### config.mk
export PLATFORM = sky130hd
export DESIGN_NAME = mux4_rr_arbiter
export DESIGN_NICKNAME = d
export VERILOG_FILES = /design/src/rtl/mux4_rr_arbiter.sv
export SDC_FILE = /design/constraint.sdc
export NUM_CORES = 1
export LEC_CHECK = 0
export ABC_AREA = 1
export ABC_CLOCK_PERIOD_IN_PS = 2490
export CORE_MARGIN = 8
export CORE_UTILIZATION = 25
export CTS_CLUSTER_SIZE = 20
export DETAILED_ROUTE_END_ITERATION = 8
export HOLD_SLACK_MARGIN = 0.06
export MAX_ROUTING_LAYER = met4
export PLACE_DENSITY = 0.47
export SKIP_LAST_GASP = 1
export SYNTH_ARGS = -nofsm -noshare
export SYNTH_HDL_FRONTEND = slang
export SYNTH_SLANG_ARGS = --single-unit
### constraint.sdc
create_clock -name clk -period 2.49 [get_ports clk]
set_input_delay 0.498 -clock clk [delete_from_list [all_inputs] [get_ports clk]]
set_output_delay 0.498 -clock clk [all_outputs]
set_load 0.03 [all_outputs]
### src/rtl/mux4_rr_arbiter.sv
// mux4_rr_arbiter
//   Round-robin arbiter that owns the select lines of a 4:1 mux (A, B, C, D).
//   One requester holds the grant at a time. A burst is capped at BURST_MAX
//   cycles while others wait. A one-cycle gap separates consecutive owners.
//
// Ports
//   clk        : system clock, rising edge
//   rst_n      : asynchronous active-low reset
//   req[3:0]   : level requests, bit0 = A .. bit3 = D
//   gnt[3:0]   : registered one-hot grant, zero when there is no owner
//   sel1, sel2 : registered mux selects, {sel1,sel2} = owner index
//   busy       : high while any grant bit is high
//   burst_cnt  : cycles the current owner has held the grant, 0 when idle
module mux4_rr_arbiter #(
  parameter int BURST_MAX = 4,
  parameter int CNT_W     = 3
) (
  input  logic             clk,
  input  logic             rst_n,
  input  logic [3:0]       req,
  output logic [3:0]       gnt,
  output logic             sel1,
  output logic             sel2,
  output logic             busy,
  output logic [CNT_W-1:0] burst_cnt
);

  typedef enum logic [1:0] {
    ST_IDLE  = 2'd0,
    ST_GRANT = 2'd1,
    ST_GAP   = 2'd2
  } state_t;

  state_t             state_q, state_d;
  logic [1:0]         owner_q, owner_d;
  logic [1:0]         ptr_q, ptr_d;
  logic [CNT_W-1:0]   cnt_q, cnt_d;
  logic [3:0]         gnt_q, gnt_d;
  logic [1:0]         sel_q, sel_d;

  logic [1:0]         pick;
  logic [3:0]         pick_onehot;
  logic               at_max;
  logic               others_waiting;
  logic               owner_req;

  // First set request searching from ptr upward (mod 4). The loop runs from
  // the farthest offset to the nearest so the nearest hit is assigned last.
  function automatic logic [1:0] rr_pick(input logic [3:0] r, input logic [1:0] p);
    logic [1:0] idx;
    rr_pick = p;
    for (int i = 3; i >= 0; i--) begin
      idx = p + 2'(i);
      if (r[idx]) rr_pick = idx;
    end
  endfunction

  assign pick = rr_pick(req, ptr_q);

  generate
    for (genvar gi = 0; gi < 4; gi++) begin : g_onehot
      assign pick_onehot[gi] = (pick == 2'(gi));
    end
  endgenerate

  assign at_max         = (cnt_q == CNT_W'(BURST_MAX));
  assign others_waiting = |(req & ~gnt_q);
  assign owner_req      = req[owner_q];

  always_comb begin
    state_d = state_q;
    owner_d = owner_q;
    ptr_d   = ptr_q;
    cnt_d   = cnt_q;
    gnt_d   = gnt_q;
    sel_d   = sel_q;
    case (state_q)
      // IDLE and GAP arbitrate identically; GAP only differs in that it
      // never lingers (it falls back to IDLE when nothing is requested).
      ST_IDLE, ST_GAP: begin
        gnt_d = 4'b0000;
        cnt_d = '0;
        if (|req) begin
          state_d = ST_GRANT;
          owner_d = pick;
          gnt_d   = pick_onehot;
          sel_d   = pick;
          cnt_d   = CNT_W'(1);
        end else begin
          state_d = ST_IDLE;
        end
      end
      ST_GRANT: begin
        // A drop and a burst expiry on the same edge collapse into one gap.
        if (!owner_req || (at_max && others_waiting)) begin
          state_d = ST_GAP;
          gnt_d   = 4'b0000;
          cnt_d   = '0;
          ptr_d   = owner_q + 2'd1;
        end else if (at_max) begin
          // Nobody else wants the mux: start a fresh burst without a gap.
          cnt_d = CNT_W'(1);
        end else begin
          cnt_d = cnt_q + CNT_W'(1);
        end
      end
      default: begin
        state_d = ST_IDLE;
        gnt_d   = 4'b0000;
        cnt_d   = '0;
      end
    endcase
  end

  always_ff @(posedge clk or negedge rst_n) begin
    if (!rst_n) begin
      state_q <= ST_IDLE;
      owner_q <= 2'd0;
      ptr_q   <= 2'd0;
      cnt_q   <= '0;
      gnt_q   <= 4'b0000;
      sel_q   <= 2'd0;
    end else begin
      state_q <= state_d;
      owner_q <= owner_d;
      ptr_q   <= ptr_d;
      cnt_q   <= cnt_d;
      gnt_q   <= gnt_d;
      sel_q   <= sel_d;
    end
  end

  assign gnt       = gnt_q;
  assign sel1      = sel_q[1];
  assign sel2      = sel_q[0];
  assign busy      = |gnt_q;
  assign burst_cnt = cnt_q;

endmodule

==> flow_summary_export.csv <==
group,metric,value,unit
critical_path,regToRegEndpoint,"gnt[2]",
layout,multiInputGateArea,492,um^2
grt,grt_pass1_wl,3.98,mm
synthesis,ys.flop_type,"dfrtp_1",
floorplan,die_y,76.0,um
clock_network,clk_pin_slew,80,ps
critical_path,crit_family,"buffers and inverters",
sta,final_hold_viol_count,0,
placed_design,detailed_place_hpwl,1.70,mm
floorplan,io_pins,16,
power,p_per_area,1370,mW/mm^2
grt,overflow,0,
clock_network,cts_root_buf,"clkbuf_4",
critical_path,crit_path_max_fanout,4,
synthesis,synth_commonest_cells,"nand2_1, dfrtp_1, inv_1, nand2_2, o21ai_0",
clock_network,cts_hold_buf,0,
layout,nets,150,
detailed_routing,drt-total-wl,2.17,mm
synthesis,syn_area,900,um^2
layout,num_antenna_cells,0,
sta,worst_pin_slew,596,ps
clock_network,post_cts.repair.setup_buffers,0,
floorplan,die_area,0.00577,mm^2
critical_path,cp_slowest_cell,"clkdlybuf4s50_1",
detailed_routing,drt_pass1_iterations,4,
sta,relSlewSlack,60.1,%
critical_path,reg2reg_depth,11,
sta,rsz0062_at_grt,"no",
outcome,outcome,"finished clean",
layout,register_area,325,um^2
floorplan,die_x,76.0,um
placed_design,io_buffer_count,15,
clock_network,clock_sinks,13,
synthesis,synthCells,123,
placed_design,placed_cell_area,0.00110,mm^2
synthesis,synth_nets,131,
critical_path,max_stage_delay,610,ps
critical_path,crit_arrival,1830,ps
synthesis,yosysWarnings,0,
hold_path,holdPathEnd,"gnt[2]",
clock_network,htree_levels,1,
power,peakVddDrop,362,uV
grt,grt_max_degree,14,
clock_network,cts_buffers,3,
clock_network,clk_latency,270,ps
sta,setup_viol,0,
critical_path,worstPathCellList,"or4_1, clkdlybuf4s50_1",
critical_path,critical_path_required,1990,ps
detailed_routing,via_per_inst,4.43,
synthesis,yosysMostFrequentCell,"nand2_1",
layout,syn2layout_area_growth,24.8,%
hold_path,min-delay-start,"gnt[2]",
critical_path,ff2ff_setup_slack,890,ps
hold_path,whs_path_depth,2,
synthesis,synth_top_area_cell,"dfrtp_1",
floorplan,coreArea,0.00339,mm^2
sta,tns,0,ps
critical_path,crit_path_end_kind,"output pin",
synthesis,ys_top_cells_by_area,"dfrtp_1, nand2_1, nand2_2, inv_1, o21ai_0",
critical_path,reg2reg_from,"ptr_q[0]",
detailed_routing,drc_errors,0,
layout,drive_gt1_share,18.4,%
sta,max_freq,429,MHz
detailed_routing,drt-wirelength-per-cell,11.6,um
synthesis,synth_top_area_share,36.2,%
synthesis,avgSynthCellArea,7.31,um^2
clock_network,cts_tree,"built",
synthesis,synth-seq-cells,13,
layout,final_cell_area,0.00112,mm^2
synthesis,async_flop_share,100,%
layout,fill_cells,360,
hold_path,hp-class,"reg2reg",
synthesis,yosysSeqAreaShare,36.2,%
critical_path,cp-start-kind,"flip-flop",
sta,period_minus_slack,2330,ps
grt,track_usage,8.46,%
detailed_routing,ant_nets,0,
sta,slew_violations,0,
sta,fin_crit_sh,93.6,%
grt,grt_pass1_vias,838,
clock_network,cts_resized,0,
placed_design,gp_congestion,0.779,
synthesis,synth_edf_count,0,
power,power,1.54,mW
detailed_routing,vias,829,
floorplan,rows,21,
critical_path,cp_num_buf_inv,1,
floorplan,start_util,26.5,%
power,p_leak,0.569,nW
clock_network,clock_path_buffers,2,
critical_path,critPathKind,"reg2out",
synthesis,synthDistinctLibCells,25,
detailed_routing,drt_iter0_drc,53,
grt,antenna_found_initial,0,
flow_run,max-cap-violations,0,
sta,clock-skew-final,4.87,ps
[power by group]
part           leakage [nW]  internal (mW)  switching, mW
clock                0.0150         0.0619         0.0646
sequential            0.166          0.296          0.125
combinational         0.388          0.377          0.610
[final cells by class]
cell class / instances / area share [%]
inverter: 17 / 6.35
multi-input combinational: 92 / 43.8
timing repair buffer: 15 / 13.4
tap: 46 / 5.13
clock buffer: 4 / 2.34
sequential: 13 / 29.0
[metal layers]
metal	vias to the layer above	global-route usage [%]	wire length, um
met3	2	2.00	66
met1	376	10.1	1110
met2	19	13.3	974
li1	432	-	-
met5	-	-	0
met4	0	3.53	19
[cells by family after synthesis]
group | Yosys count | share of synthesized area [%]
compound gates | 13 | 8.48
xor+xnor | 2 | 1.95
fa+ha+maj | 2 | 2.78
buf+inv | 18 | 9.18
flops | 13 | 36.2
simple gates | 75 | 41.4
[how the worst max path moves through the flow]
stage,slack (ps),cells after the start,from,endpoint
after global placement,440,2,gnt[0],busy
after floorplan,780,1,gnt[0],busy
after CTS,140,2,gnt[0],busy
after detailed placement,460,2,gnt[0],busy
final,160,2,gnt[0],busy
after global routing,110,2,gnt[0],busy
[through the flow]
step                      hold slack (ps)  utilization [%]  worst slack [ps]  cells
after detailed placement              541             32.3               460    183
after global routing                  583             33.1               107    187
final                                 552             33.1               160    187
after CTS                             557             33.1               143    187
after global placement                530             32.3               444    183
after floorplan                       202                -               783    123
[cell usage in the layout (no fill, tap or decap), drive strengths merged]
cell type / count
nand2: 54
inv: 17
clkdlybuf4s50: 15
dfrtp: 13
o21ai: 8
nand3: 7
nand4: 5
nor2: 5
clkbuf: 4
xnor2: 2
o22ai: 2
ha: 2
o21bai: 1
a21oi: 1
nor3: 1
nor4: 1
or4: 1
and2: 1
a21boi: 1
[registers in the layout (all words and copies together), names as in the netlist]
signal / cells
ptr_q: 2
owner_q: 2
state_q: 2
burst_cnt: 3
gnt: 4
[tightest hold or removal path, cell delays in order (launching register included)]
cell and delay, ps:
dfrtp_1 390, nand2_1 70, nand2_1 60
Note: power is estimated with default switching activity, not from simulation.
